==> config.mk <==
export PLATFORM = sky130hd
export DESIGN_NAME = hazard_sequencer
export DESIGN_NICKNAME = d
export VERILOG_FILES = /design/src/rtl/hazard_sequencer_pkg.sv /design/src/rtl/fwd_unit.sv /design/src/rtl/hazard_sequencer.sv
export SDC_FILE = /design/constraint.sdc
export NUM_CORES = 1
export LEC_CHECK = 0
export ABC_AREA = 1
export CAP_MARGIN = 20
export CORE_MARGIN = 8
export CORE_UTILIZATION = 41
export CTS_CLUSTER_SIZE = 28
export DETAILED_ROUTE_END_ITERATION = 12
export HOLD_SLACK_MARGIN = 0.03
export PLACE_DENSITY_LB_ADDON = 0.12
export SLEW_MARGIN = 20
export SYNTH_ARGS = -nofsm -noshare
export SYNTH_HDL_FRONTEND = slang
export SYNTH_HIERARCHICAL = 1
export SYNTH_SLANG_ARGS = --single-unit
==> constraint.sdc <==
create_clock -name clk -period 1.72 [get_ports clk]
set_input_delay 0.258 -clock clk [delete_from_list [all_inputs] [get_ports clk]]
set_output_delay 0.258 -clock clk [all_outputs]
set_load 0.02 [all_outputs]
==> src/rtl/hazard_sequencer_pkg.sv <==
// rtl/hazard_sequencer_pkg.sv - shared pipeline hazard definitions
// Holds the sequencer state encoding, the E-stage forward-select codes and
// the forwarding priority function used by fwd_unit.
package hazard_sequencer_pkg;

  typedef enum logic [1:0] {
    RUN   = 2'b00,
    WAIT  = 2'b01,
    FAULT = 2'b10
  } state_t;

  localparam logic [1:0] FWD_RF = 2'b00;
  localparam logic [1:0] FWD_W  = 2'b01;
  localparam logic [1:0] FWD_M  = 2'b10;

  // The M-stage result is younger than the W-stage one, so it wins.
  function automatic logic [1:0] fwd_sel(
    input logic [4:0] rs,
    input logic [4:0] rd_m,
    input logic [4:0] rd_w,
    input logic       we_m,
    input logic       we_w
  );
    if (we_m && (rd_m != 5'd0) && (rd_m == rs)) return FWD_M;
    if (we_w && (rd_w != 5'd0) && (rd_w == rs)) return FWD_W;
    return FWD_RF;
  endfunction

endpackage

==> src/rtl/fwd_unit.sv <==
// rtl/fwd_unit.sv - E-stage operand forwarding select
// Ports:
//   EN (param)            1 = forwarding active, 0 = selects tied to FWD_RF
//   Rs1E, Rs2E            E-stage source registers
//   RdM, RdW              destination registers of M and W
//   RegWriteM, RegWriteW  M/W write the register file
//   ForwardAE, ForwardBE  operand mux selects (FWD_RF / FWD_W / FWD_M)
module fwd_unit
  import hazard_sequencer_pkg::*;
#(
  parameter bit EN = 1'b1
) (
  input  logic [4:0] Rs1E,
  input  logic [4:0] Rs2E,
  input  logic [4:0] RdM,
  input  logic [4:0] RdW,
  input  logic       RegWriteM,
  input  logic       RegWriteW,
  output logic [1:0] ForwardAE,
  output logic [1:0] ForwardBE
);

  assign ForwardAE = EN ? fwd_sel(Rs1E, RdM, RdW, RegWriteM, RegWriteW) : FWD_RF;
  assign ForwardBE = EN ? fwd_sel(Rs2E, RdM, RdW, RegWriteM, RegWriteW) : FWD_RF;

endmodule

==> src/rtl/hazard_sequencer.sv <==
// rtl/hazard_sequencer.sv - pipeline hazard unit with data-memory wait sequencer
// Optional feature macro: HAZ_FORWARD_EN (operand forwarding; without it every
// RAW dependency on E or M stalls decode instead).
// Ports:
//   clk, reset (async, active low)
//   Rs1D/Rs2D/Rs1E/Rs2E/RdE/RdM/RdW   register specifiers per stage
//   RegWriteE/M/W                      stage writes the register file
//   ResultSrcE0                        E holds a load
//   PCSrcE                             branch taken / jump in E
//   MemReqM, MemReadyM                 data-memory handshake
//   StallF/D/E/M, FlushD/E/W           pipeline register controls
//   ForwardAE, ForwardBE               E operand mux selects
//   MemTimeout                         sticky memory-timeout fault
//   StallCount                         saturating count of stalled fetch cycles
module hazard_sequencer
  import hazard_sequencer_pkg::*;
#(
  parameter int MEM_TIMEOUT = 255,
  parameter int CNT_W       = 16
) (
  input  logic             clk,
  input  logic             reset,
  input  logic [4:0]       Rs1D,
  input  logic [4:0]       Rs2D,
  input  logic [4:0]       Rs1E,
  input  logic [4:0]       Rs2E,
  input  logic [4:0]       RdE,
  input  logic [4:0]       RdM,
  input  logic [4:0]       RdW,
  input  logic             RegWriteE,
  input  logic             RegWriteM,
  input  logic             RegWriteW,
  input  logic             ResultSrcE0,
  input  logic             PCSrcE,
  input  logic             MemReqM,
  input  logic             MemReadyM,
  output logic             StallF,
  output logic             StallD,
  output logic             StallE,
  output logic             StallM,
  output logic             FlushD,
  output logic             FlushE,
  output logic             FlushW,
  output logic [1:0]       ForwardAE,
  output logic [1:0]       ForwardBE,
  output logic             MemTimeout,
  output logic [CNT_W-1:0] StallCount
);

`ifdef HAZ_FORWARD_EN
  localparam bit FWD_EN = 1'b1;
`else
  localparam bit FWD_EN = 1'b0;
`endif

  localparam int WC_RAW = $clog2(MEM_TIMEOUT + 1);
  localparam int WC_W   = (WC_RAW > 8) ? WC_RAW : 8;
  localparam logic [WC_W-1:0] WC_LAST = WC_W'(MEM_TIMEOUT - 1);

  state_t          state, state_nxt;
  logic [WC_W-1:0] waitcnt;
  logic            memwait;
  logic            load_use, raw_e, raw_m, lduse;

  fwd_unit #(.EN(FWD_EN)) u_fwd (
    .Rs1E      (Rs1E),
    .Rs2E      (Rs2E),
    .RdM       (RdM),
    .RdW       (RdW),
    .RegWriteM (RegWriteM),
    .RegWriteW (RegWriteW),
    .ForwardAE (ForwardAE),
    .ForwardBE (ForwardBE)
  );

  assign memwait  = MemReqM & ~MemReadyM;
  assign load_use = ResultSrcE0 & (RdE != 5'd0) & ((RdE == Rs1D) | (RdE == Rs2D));
  assign raw_e    = RegWriteE & (RdE != 5'd0) & ((RdE == Rs1D) | (RdE == Rs2D));
  assign raw_m    = RegWriteM & (RdM != 5'd0) & ((RdM == Rs1D) | (RdM == Rs2D));
  // Without forwarding, any producer still in E or M must be waited out in D.
  assign lduse    = load_use | (~FWD_EN & (raw_e | raw_m));

  always_ff @(posedge clk or negedge reset) begin
    if (!reset) begin
      state      <= RUN;
      waitcnt    <= '0;
      MemTimeout <= 1'b0;
      StallCount <= '0;
    end else begin
      state <= state_nxt;
      // Held at zero outside WAIT, so it is already cleared on entry.
      if (state == WAIT) waitcnt <= waitcnt + WC_W'(1);
      else               waitcnt <= '0;
      if (state_nxt == FAULT) MemTimeout <= 1'b1;
      if (StallF && (StallCount != {CNT_W{1'b1}})) StallCount <= StallCount + CNT_W'(1);
    end
  end

  always_comb begin
    state_nxt = state;
    case (state)
      RUN:   if (memwait) state_nxt = WAIT;
      WAIT: begin
        if (MemReadyM) state_nxt = RUN;
        else if (memwait && (waitcnt == WC_LAST)) state_nxt = FAULT;
      end
      FAULT: state_nxt = FAULT;
      default: state_nxt = RUN;
    endcase
  end

  // Memory wait freezes the whole pipe and suppresses flushes; a branch in E
  // stays frozen with E and its flush lands once memwait drops. While reset
  // is held low nothing is requested at all.
  always_comb begin
    StallF = 1'b0;
    StallD = 1'b0;
    StallE = 1'b0;
    StallM = 1'b0;
    FlushD = 1'b0;
    FlushE = 1'b0;
    FlushW = 1'b0;
    if (reset) begin
      if (memwait || (state == FAULT)) begin
        StallF = 1'b1;
        StallD = 1'b1;
        StallE = 1'b1;
        StallM = 1'b1;
        FlushW = 1'b1;
      end else begin
        StallF = lduse;
        StallD = lduse;
        FlushD = PCSrcE;
        FlushE = lduse | PCSrcE;
      end
    end
  end

endmodule

---- Word-level counts from Yosys, hierarchy flattened ----
Cells that the tools add are included.
storage, ports and cells
  memories ................................ 0
  memory bits (writable) .................. 0
  output and inout bits ................... 28
  bits in latches ......................... 0
  register bits ........................... 27
  memory bits (read-only) ................. 0
  logic and storage cells ................. 47
cells by class
  divide/modulo/power cells ............... 0
  magnitude comparators ................... 0
  reductions and logical operators ........ 6
  shift-type cells ........................ 0
  bitwise operators ....................... 13
  mux-type cells .......................... 13
  add/subtract/negate cells ............... 2
  multiply operators ...................... 0
  eq/ne operators ......................... 9
operators with widths
  cell                                                                   number
  5-bit equality test                                                    4
  16-bit by 1-bit adder with 16-bit output, second input constant        1
  16-bit inequality test, second input constant                          1
  5-bit nonzero test                                                     2
  8-bit by 1-bit adder with 8-bit output, second input constant          1
  8-bit equality test, second input constant                             1
  1-bit 2-to-1 mux                                                       8
  8-bit 2-to-1 mux                                                       1
  1-bit bitwise AND                                                      7
  2-bit 2-to-1 mux                                                       3
  2-bit one-hot mux with 3 select lines                                  1
  1-bit bitwise OR                                                       5
  2-bit equality test, second input constant                             2
  2-bit by 1-bit equality test with 1-bit output, second input constant  1
  1-bit logical AND                                                      2
  2-bit zero test                                                        1
  1-bit logical OR                                                       1
  1-bit NOT                                                              1

---- Logic depth before layout (Yosys ltp) ----
  depth after elaboration ................. 8
  gate-level depth with buffers ........... 12
  mapped depth without buffers ............ 11

---- Hierarchy ----
Netlist, hierarchy kept.
modules (own cells, without submodules)
  module            cells each  area each (sq um)  instances
  hazard_sequencer  286         1,961.9            1
  fwd_unit          5           33.8               1

---- Least setup slack after synthesis ----
OpenSTA, ideal clock, no wires.
  kind .................................... register to register
  from .................................... register StallCount[0]
  to ...................................... register StallCount[14]
  buffers on the path ..................... 1
  slack ................................... -0.108 ns
  library setup time ...................... 0.118 ns
  required time ........................... 1.602 ns
  arrival time ............................ 1.709 ns
  cell stages (with the launch flop) ...... 10
  path through ............................ dfrtp_1 -> ha_1 -> nand2_2 -> nor3_4 -> nand2_2 -> nor2_4 -> nand4_4 -> buf_2 -> nand4_1 -> nand2_1
between the ends
  longest elaborated chain between the ends .. 2
  elaborated cells on any way between the ends .. 3
  classes of those cells .................. add/sub (1); eq/ne (1); reduce/logical (1)
RTL lines
  what                                                                                              RTL line                text
  from (decl)                                                                                       hazard_sequencer.sv:47  output logic [CNT_W-1:0] StallCount
  from (signal assigned)                                                                            hazard_sequencer.sv:95  if (StallF && (StallCount != {CNT_W{1'b1}})) StallCount <= StallCount + CNT_W'(1);
  parallel branches: the longest is 2 deep, another holds 16-bit by 1-bit adder with 16-bit output  -
Several ways; the timed one is not identified.
A chain may end at the register's enable or synchronous reset.

---- Final worst setup path ----
  from .................................... register StallCount[2]
  to ...................................... output port StallCount[2]
No word-level cell between the ends.

==> run summary <==
Status: complete, no violations
Mux cell area share after synthesis: 0
Mapped cell area: 0.00200 mm^2
Final setup violation count: 0
Synth Area in Simple Gates: 0.404
Die H: 85.8 um
Fin. max-slew vios: 0
Routed WL per cell: 12.0 um
N_diodes: 0
Width of the die: 85.8 um
Ys async rst share: 1.00
Max clock buf depth: 2
Most common cell after layout, fill and taps aside: nand2_1
Post-synth EDFFs: 0
DR vias: 2,048
DR pass1 iterations: 4
Hold crit path type: in2async
Leak pwr: 1.55 nW
Post-Synth Adder-Cell Area: 0.0188
Compound-Gate Fraction of Synth Area: 0.0326
Vias in the first global route: 1,968
Post-DRT Antenna Nets: 0
Crit-path max FO: 5
Largest net degree at the start of global routing: 41
Max Clock Skew: 15.9 ps
Layout cells sized above 1: 0.205
Total grt overflow: 0
Ys flop type: dfrtp_1
Final core occ: 0.610
DRT Wirelength: 5.25 mm
Largest family of logic cells by synthesized area: simple AND/OR/NAND/NOR gates
Vias per std cell: 4.69
CP Class: reg2out
Nets: 418
Type of origin of the critical path: flip-flop
Yosys reg bits: 27
Root Buffer Master: clkbuf_8
CTS tree: built
Avg Cell Area, Syn: 6.86 um^2
Tot GR Track Use: 0.139
WP data arrival: 1440 ps
Dpl hpwl: 4.07 mm
Synth cell types: 27
Initial DRC Count: 84
Total die area: 0.00736 mm^2
# fillers: 452
CTS buffer count: 3
CTS clk-pin slew, worst paths: 110 ps
Layout area overhead: 44.4%
Fin crit period: 1700 ps
Number of I/O pins: 72
Mapped Cells: 291
Max-cap violations: 0
Port Buf Inserts: 51
Latest clock arrival within the worst-skew pair: 280 ps
Critical path endpoint category: output pin
First-pass GRT wire length: 8.52 mm
RD Place Congestion: 0.832
Sequential-to-total area share from yosys stat: 0.339
WP data required: 1460 ps
Max Freq: 0.590 GHz
Synthesis Warnings: 6
H-tree depth: 1
Hold Vio Cnt, Final: 0
Fin Setup TNS: 0 ps
Core area: 0.00472 mm^2
RSZ-0062 raised after global routing: true
Power per cell area: 643 mW/mm^2
Commonest non-fill, non-tap cells in the layout: nand2_1, inv_1, buf_4, dfrtp_1, nor2_1
CTS Sinks: 27
Fin crit share: 0.986
Post-Synth XOR/XNOR Area: 0.0922
Initial antenna violation count: 0
Maximum VDD drop: 0.000368 V
Row count: 25
Residual DRC: 0
Initial Util: 0.423
registers in the layout, summed over array words and instances, names as in the netlist:
| signal | flops |
|---|---|
| StallCount | 16 |
| MemTimeout | 1 |
| waitcnt | 8 |
| state | 2 |
final timing paths:
check | start | to | slack [ps] | cells past startpoint
hold / removal | reset | state[0] | 100 | 2
min in group clk | state[0] | state[0] | 470 | 1
setup reg to reg | StallCount[3] | StallCount[7] | 80 | 8
max in group asynchronous | reset | waitcnt[6] | 1100 | 3
setup / recovery | StallCount[2] | StallCount[2] | 20 | 2
hold reg to reg | state[0] | state[0] | 470 | 1
cell usage after synthesis, types with 2 or more instances:
master     n  area, um^2
nand2_1   99         372
xor2_1    11        96.3
nor2_1    28         105
nand2_2    2        12.5
nor3_1     7        35.0
dfrtp_1   27         676
clkbuf_1   2        7.51
nand4_1   18         113
xnor2_1   10        87.6
nand3_1   16        80.1
a21oi_1    5        25.0
o31ai_1    2        15.0
o21ai_0    5        25.0
buf_4      7        52.6
inv_1     38         143
ha_1       3        37.5
layout make-up:
type,instances,area (um^2),area share
sequential,27,678,0.235
multi-input combinational,218,1190,0.414
tap,67,83.8,0.0291
timing repair buffer,83,737,0.256
inverter,38,143,0.0495
clock inverter,1,5.00,0.00174
clock buffer,3,41.3,0.0143
power breakdown:
part           total [mW]  internal (mW)  switching (mW)
registers           0.754          0.696          0.0581
clock network       0.372          0.163           0.209
logic               0.728          0.344           0.384
total                1.85           1.20           0.651
metrics by stage:
stage          setup slack [ps]  hold WS [ps]  power, mW  cell area [um^2]  instances
2_1_floorplan              29.9         -37.6       1.10              2020        294
3_3_place_gp               -732           221       1.44              2750        427
3_5_place_dp               -755           230       1.44              2750        427
4_1_cts                    3.83          84.7       1.81              2800        432
5_1_grt                   -39.5           154       1.96              2880        437
6_report                   24.8           100       1.85              2880        437
what timing repair did:
| action | 4_1_cts | 5_1_grt |
|---|---|---|
| setup endpoints to repair | 23 | 24 |
| buffers inserted | 0 | 3 |
| hold buffers | 1 | 0 |
| cloned | 0 | 2 |
| endpoints found under the hold margin | 4 | 0 |
| pin swaps | 7 | 17 |
| gates resized for setup | 61 | 37 |
layer usage:
| metal | track usage | wire, um | vias up |
|---|---|---|---|
| li1 | - | - | 1073 |
| met3 | 0.0401 | 275 | 2 |
| met2 | 0.245 | 2500 | 47 |
| met5 | 0 | 0 | - |
| met1 | 0.166 | 2450 | 926 |
| met4 | 0.0191 | 19 | 0 |
cell families (layout without fill, tap and decap cells):
kind of cell,after synthesis,count (layout)
XOR/XNOR,21,21
flip-flops,27,27
buffers and inverters,50,125
AND/OR/NAND/NOR,177,178
adder cells (fa/ha/maj),3,3
AO/OA/AOI/OAI,12,12
other,1,4
worst max-delay path, stage by stage (launching register included):
cell and delay [ps]:
dfrtp_1 400, buf_4 150, clkdlybuf4s50_1 600
No activity file was read; power rests on OpenSTA's default activity.
